==> config.mk <==
export PLATFORM = sky130hd
export DESIGN_NAME = bitcalc_seq
export DESIGN_NICKNAME = d
export VERILOG_FILES = /design/src/rtl/bitcalc_pkg.sv /design/src/rtl/bitcalc_logic.sv /design/src/rtl/bitcalc_seq.sv
export SDC_FILE = /design/constraint.sdc
export NUM_CORES = 1
export LEC_CHECK = 0
export CAP_MARGIN = 5
export CORE_MARGIN = 2
export CORE_UTILIZATION = 40
export CTS_CLUSTER_DIAMETER = 50
export DETAILED_ROUTE_END_ITERATION = 10
export PLACE_DENSITY = 0.65
export SYNTH_ARGS = -nofsm -noshare
export SYNTH_HDL_FRONTEND = slang
export SYNTH_SLANG_ARGS = --single-unit
==> constraint.sdc <==
create_clock -name CLK -period 2.01 [get_ports CLK]
set_clock_uncertainty 0.05 [all_clocks]
set_input_delay 0.3015 -clock CLK [delete_from_list [all_inputs] [get_ports CLK]]
set_output_delay 0.3015 -clock CLK [all_outputs]
set_load 0.02 [all_outputs]
==> src/rtl/bitcalc_pkg.sv <==
// Shared encodings for the sequential bit-operation unit.
package bitcalc_pkg;

  typedef enum logic [2:0] {
    KIND_PASS = 3'b000,
    KIND_OR   = 3'b001,
    KIND_AND  = 3'b010,
    KIND_XOR  = 3'b011,
    KIND_NOT  = 3'b100,
    KIND_SHL  = 3'b101,
    KIND_SHR  = 3'b110,
    KIND_ROL  = 3'b111
  } kind_e;

  typedef enum logic [1:0] {
    ST_IDLE  = 2'd0,
    ST_SHIFT = 2'd1,
    ST_HOLD  = 2'd2
  } state_e;

  // Shift-amount width; floor of 1 keeps the counter legal for tiny widths.
  function automatic int unsigned shamt_width(input int unsigned width);
    return (width < 2) ? 1 : $clog2(width);
  endfunction

  function automatic logic is_shift(input kind_e k);
    return (k == KIND_SHL) || (k == KIND_SHR) || (k == KIND_ROL);
  endfunction

endpackage

==> src/rtl/bitcalc_logic.sv <==
// Single-cycle PASS/OR/AND/XOR/NOT unit; shift kinds fall through to PASS.
module bitcalc_logic
  import bitcalc_pkg::*;
#(
  parameter int unsigned WIDTH = 8
) (
  input  kind_e              kind,
  input  logic [WIDTH-1:0]   a,
  input  logic [WIDTH-1:0]   b,
  output logic [WIDTH-1:0]   y
);

  always_comb begin
    y = a;
    case (kind)
      KIND_OR:  y = a | b;
      KIND_AND: y = a & b;
      KIND_XOR: y = a ^ b;
      KIND_NOT: y = ~a;
      default:  y = a;
    endcase
  end

endmodule

==> src/rtl/bitcalc_seq.sv <==
// Registered WIDTH-bit bit-operation unit with one-bit-per-cycle shifter
// and valid/ready handshakes on input and output.
module bitcalc_seq
  import bitcalc_pkg::*;
#(
  parameter int unsigned WIDTH = 8
) (
  input  logic             CLK,
  input  logic             NRST,
  input  logic             IN_VALID,
  output logic             IN_READY,
  input  logic [WIDTH-1:0] INPUT1,
  input  logic [WIDTH-1:0] INPUT2,
  input  logic [2:0]       KIND,
  output logic             OUT_VALID,
  input  logic             OUT_READY,
  output logic [WIDTH-1:0] OUTPUT,
  output logic             IS_ZERO,
  output logic             CARRY
);

  localparam int unsigned SW = shamt_width(WIDTH);

  state_e            state_q, state_d;
  logic [WIDTH-1:0]  out_q, out_d;
  logic              carry_q, carry_d;
  logic [SW-1:0]     count_q, count_d;
  kind_e             op_q, op_d;

  kind_e             kind_in;
  logic [SW-1:0]     amount;
  logic [WIDTH-1:0]  logic_y;
  logic              in_ready;
  logic              accept;

  assign kind_in = kind_e'(KIND);
  assign amount  = INPUT2[SW-1:0];

  bitcalc_logic #(.WIDTH(WIDTH)) u_logic (
    .kind (kind_in),
    .a    (INPUT1),
    .b    (INPUT2),
    .y    (logic_y)
  );

  always_ff @(posedge CLK or negedge NRST) begin
    if (!NRST) begin
      state_q <= ST_IDLE;
    end else begin
      state_q <= state_d;
    end
  end

  always_ff @(posedge CLK or negedge NRST) begin
    if (!NRST) begin
      out_q   <= '0;
      carry_q <= 1'b0;
      count_q <= '0;
      op_q    <= KIND_PASS;
    end else begin
      out_q   <= out_d;
      carry_q <= carry_d;
      count_q <= count_d;
      op_q    <= op_d;
    end
  end

  assign in_ready = (state_q == ST_IDLE) || ((state_q == ST_HOLD) && OUT_READY);
  assign accept   = IN_VALID && in_ready;

  always_comb begin
    state_d = state_q;
    out_d   = out_q;
    carry_d = carry_q;
    count_d = count_q;
    op_d    = op_q;
    case (state_q)
      ST_SHIFT: begin
        count_d = count_q - SW'(1);
        case (op_q)
          KIND_SHR: begin
            carry_d = out_q[0];
            out_d   = {1'b0, out_q[WIDTH-1:1]};
          end
          KIND_ROL: begin
            carry_d = out_q[WIDTH-1];
            out_d   = {out_q[WIDTH-2:0], out_q[WIDTH-1]};
          end
          default: begin
            carry_d = out_q[WIDTH-1];
            out_d   = {out_q[WIDTH-2:0], 1'b0};
          end
        endcase
        if (count_q == SW'(1)) begin
          state_d = ST_HOLD;
        end
      end
      default: begin
        // HOLD drains to IDLE unless a new op is taken on the same edge.
        if ((state_q == ST_HOLD) && OUT_READY) begin
          state_d = ST_IDLE;
        end
        if (accept) begin
          if (is_shift(kind_in) && (amount != '0)) begin
            out_d   = INPUT1;
            carry_d = 1'b0;
            count_d = amount;
            op_d    = kind_in;
            state_d = ST_SHIFT;
          end else begin
            out_d   = logic_y;
            carry_d = 1'b0;
            state_d = ST_HOLD;
          end
        end
      end
    endcase
  end

  always_comb begin
    IN_READY  = in_ready;
    OUT_VALID = (state_q == ST_HOLD);
    OUTPUT    = out_q;
    IS_ZERO   = (out_q == '0);
    CARRY     = carry_q;
  end

endmodule

Word level (Yosys, flattened, before mapping)
Index checks and enable logic that the tools add are counted.
W data, S select, Z words.
- word-level logic and storage cells: 55
- register bits after elaboration: 17
- input bits: 23
- output and inout bits: 12
- mux-type cells: 16
- equality and inequality tests: 13
- reductions and logical operators: 15
- bitwise operators: 5
- $add $sub $neg: 1
- operator list (operator ; count):
    $pmux W8 S4 ; 1
    $mux W8 ; 3
    $eq A3 B3 Y1 const B ; 6
    $pmux W8 S2 ; 1
    $mux W2 ; 5
    $mux W3 ; 3
    $and A8 B8 Y8 ; 1
    $logic_not A8 Y1 ; 1
    $not A8 Y8 ; 1
    $or A8 B8 Y8 ; 1
    $xor A8 B8 Y8 ; 1
    $eq A3 B1 Y1 const B ; 2
    $eq A3 B2 Y1 const B ; 2
    $reduce_bool A3 Y1 ; 2
    $reduce_and A2 Y1 ; 2
    $reduce_bool A2 Y1 ; 2
    $logic_and A1 B1 Y1 ; 3
    $logic_or A1 B1 Y1 ; 3
    $mux W1 ; 3
    $reduce_and A3 Y1 ; 1
    $sub A3 B1 Y3 const B ; 1
    $eq A2 B1 Y1 const B ; 1
    $eq A2 B2 Y1 const B ; 1
    $logic_not A2 Y1 ; 1
    other kinds (2) ; 2

Depth between registers and ports, before layout
- depth in word-level cells: 7
- depth in mapped cells: 6
- depth with buffers taken out: 6

By module
A second synthesis with hierarchy kept.
- cells, all modules: 199
- area total of the unflattened synthesis: 1725.4 µm²
- by module, submodules not included (module ; times used ; cells each ; area an instance (µm²) ; sequential area each (µm²)):
    bitcalc_seq ; 1 ; 91 ; 1001.0 ; 425.4
    bitcalc_logic ; 1 ; 108 ; 724.4 ; 0.0

Least setup slack after synthesis
No wires, ideal clock.
- kind: reg-to-reg
- from: reg state_q[0]
- to: reg op_q[0]
- path buffers: 1
- setup time: 0.125 ns
- required time: 1.835 ns
- slack: 0.189 ns
- cell stages (with the launch flop): 6
- period minus slack after synthesis: 1.821 ns
- arrival: 1.646 ns
- cell sequence: dfrtp_1 > nand2b_4 > or2_1 > buf_6 > a311oi_4 > mux2_4
- word-level cells in the longest chain between the ends: 5
- elaborated cells between the ends (all ways): 8
- those cells by class: 2 x eq/ne; 1 x bitwise; 5 x reduce/logical
- RTL lines (what ; line ; text):
    start: declaration ; bitcalc_seq.sv:24 ; state_e state_q, state_d;
    start signal: assignment ; bitcalc_seq.sv:50 ; state_q <= state_d;
    $eq A2 B2 Y1 ; bitcalc_seq.sv:68 ; assign in_ready = (state_q == ST_IDLE) || ((state_q == ST_HOLD) && OUT_READY);
    $logic_and A1 B1 Y1 ; bitcalc_seq.sv:68 ;
    $logic_or A1 B1 Y1 ; bitcalc_seq.sv:68 ;
    $logic_and A1 B1 Y1 ; bitcalc_seq.sv:69 ; assign accept = IN_VALID && in_ready;
    $reduce_and A3 Y1 (no source line) * ; n/a ;
    end signal: assignment ; bitcalc_seq.sv:64 ; op_q <= op_d;
    end: declaration ; bitcalc_seq.sv:28 ; kind_e op_q, op_d;
Every way passes the cells marked *; elsewhere a longest branch is shown, timed or not.
A chain may end at the register's enable or synchronous reset.

Final worst setup path
- from: in OUT_READY
- to: out IN_READY
- word-level cells in the longest chain between the ends: 2
- RTL lines (what ; line ; text):
    start: declaration ; bitcalc_seq.sv:16 ; input logic OUT_READY,
    $logic_and A1 B1 Y1 ; bitcalc_seq.sv:68 ;
    $logic_or A1 B1 Y1 ; bitcalc_seq.sv:68 ;
    end: declaration ; bitcalc_seq.sv:11 ; output logic IN_READY,
Every way passes these cells.

==> results.md <==
- Status: complete, no violations
- Layout Nets: 281
- Post-route cell area: 2290 sq um
- Post-Layout Cell Count: 289
- Initial DRC Count: 52
- Synthesized area: 1670 sq um
- Synth async-reset ratio: 100%
- Clock transition at path regs: around 0.070 ns
- Yosys cell types: between 40 and 50
- Final setup margin: 0.122 ns
- GRT Overall Usage: 17.1%
- Worst R2R Start: state_q[0]
- Fraction of layout cells with a size suffix above 1: 17.6%
- Routed vias/inst: 5.12
- EDFF count, synth: 0
- Leakage: 1.09 nW
- Sequential element share of the synthesized area: about 26%
- DR WL/cell: 12.9 um
- Synth area leaders: dfrtp_1, ha_1, mux2i_1
- Hold Crit Class: in -> async
- Row count: 23
- Register Area: roughly 430 sq um
- Critical-path maximum fanout: 3
- Share of the synthesized area in the top cell type: 25.5%
- Clk Latency, worst-skew pair: between 0.2 and 0.3 ns
- Critical Path RT: ~1.7 ns
- Slew @ Worst Pin: slightly above 0.6 ns
- Slew Viols, Final: 0
- Relative slew slack: 58.5%
- Ant diodes: 0
- I/O Pins: 35
- Min Clock Period, post-route: 1.89 ns
- GPL Wtd Cong: 0.823
- Drt first pass iters: 4
- Yosys reg bits: 17
- Pin count of the biggest net entering global routing: 23
- First-pass GRT wire length: 6120 um
- Post-CTS repair timing setup buffer count: 0
- Final Hold Slack: 0.316 ns
- Initial Util: around two fifths
- Post-synth top cells: inv_1, mux2i_1, ha_1, dfrtp_1, nand2_1
- TritonCTS clock tree: done
- Area of the multi-input gates: 1110 sq um
- R2r setup slk: 0.28 ns
- Placed cell areas: around 2200 sq um
- Synth Instances: 186
- Worst R2R End: count_q[2]
- Syn nets: 227
- Die Y: a little under 70 um
- Count leader, synth: inv_1
- Number of port buffers: 34
- Sink Count: 17
- Vias in the first global route: 1344
- Full die area: approximately 4700 sq um
- Crit Path Class: in -> out
- Num CTS Buffers: 3
- Placed instance count: between 200 and 300
- # fillers: between 300 and 400
- Data arrival, critical path: 1.54 ns
- Clock buffer depth: 2
- Post-DP HPWL: between 2000 and 3000 um
- Die width: 68.6 um
- Final Cycle Share: 94.0%
- Setup violations, final: 0
- Area leader, netlist: dfrtp_1
- Most common flop cell mapped by yosys: dfrtp_1
- Synth warn: 0
- Unrepaired setup endpoints after global routing: false
- Critical path startpoint category: input port
- Mapped Avg Cell Area: 8.97 sq um
- Clk root buf: clkbuf_8
- Final ANT Viol Nets: 0
- Final-report hold violation count: 0
- Crit. End Element: output pin
- Hold-fix buffers, CTS: 0
- Fmax: between 500 and 600 MHz
- PwrDens: 1040 nW/um^2
- GRT overflow: 0
- Maximum VDD drop: 0.322 mV
- Setup WS pre-CTS: -0.0241 ns
- R2r worst-path depth: 5
- # DRC: 0
- Initial antenna violation count: 0
- Vias: roughly 1500
- Final WL: between 3000 and 4000 um
- Core Area: roughly 4000 sq um
- # Max-Cap Violations: 0
- H-Tree Depth: 1
- Syn-to-layout area delta: 37.2%
==> placed cells by master (no fill, tap or decap), types with 2 or more instances in the layout <==
master,n
mux2i_1,20
dfrtp_1,17
o21ai_0,10
nor2_1,7
clkbuf_8,3
buf_4,22
a21oi_1,3
inv_1,23
nor3_1,2
nor3b_1,2
clkdlybuf4s50_1,33
ha_1,18
o22a_1,2
a31oi_1,2
buf_12,3
nor2b_1,5
mux2_4,2
a31o_2,5
nand2_1,16
or4_1,2
xnor2_1,7
a22oi_1,4
nand2b_1,2
o22ai_1,6
o31ai_1,2
==> per-stage QoR <==
stage                     util, %  power (mW)  TNS (ns)
final                        57.2        2.39         0
after floorplan                 -        1.53         0
after global placement       56.2        2.12         0
after CTS                    57.3        2.40         0
after detailed placement     56.2        2.14   -0.0511
after global routing         57.2        2.58         0
==> power by group <==
| group | total, mW | switching [mW] | internal (mW) |
|---|---|---|---|
| registers | 0.618 | 0.109 | 0.509 |
| clock network | 0.260 | 0.119 | 0.141 |
| logic | 1.51 | 0.713 | 0.796 |
| total | 2.39 | 0.941 | 1.45 |
==> worst max path at each step <==
| stage | startpoint | endpoint | slack [ns] | depth (start not counted) |
|---|---|---|---|---|
| floorplan | state_q[0] | op_q[0] | 0.19 | 5 |
| global placement | IN_VALID | count_q[2] | 0.01 | 6 |
| detailed placement | IN_VALID | count_q[2] | -0.02 | 6 |
| CTS | OUTPUT[3] | IS_ZERO | 0.04 | 3 |
| global route | OUT_READY | IN_READY | 0.06 | 4 |
| finish | OUT_READY | IN_READY | 0.12 | 4 |
==> registers in the layout (all words and copies together), names as in the netlist <==
signal and cells:
op_q 3, CARRY 1, OUTPUT 8, count_q 3
state_q 2
==> critical path, cell delays in order <==
cell and delay [ns]:
clkdlybuf4s50_1 0.50, nor2b_4 0.05, nor2_1 0.08, clkdlybuf4s50_1 0.60
==> kinds of logic after synthesis <==
family | count (synthesis) | synth area share (%)
buffers and inverters | 33 | 8.03
multiplexers | 23 | 15.2
flip-flops | 17 | 25.5
AO/OA/AOI/OAI | 41 | 18.2
adder cells (fa/ha/maj) | 18 | 13.5
XOR/XNOR | 8 | 4.20
AND/OR/NAND/NOR | 46 | 15.5
==> timing repair <==
action	CTS	global route
gates resized for setup	1	2
gates cloned	0	0
endpoints found under the setup margin	1	1
==> routing by layer <==
metal  routed length, um  track usage, %  vias to the layer above
met5                   0               0                        -
met2                1700            26.9                       33
met1                1860            24.9                      679
met3                 121            1.46                        4
met4                  41            4.50                        0
li1                    -               -                      764
==> cell type report <==
class / instances / area share [%]
multi-input combinational: 136 / 48.4
clock buffer: 4 / 1.97
inverter: 23 / 3.77
timing repair buffer: 59 / 24.5
tap: 50 / 2.73
sequential: 17 / 18.6
Power figures use the tool's default switching activity.
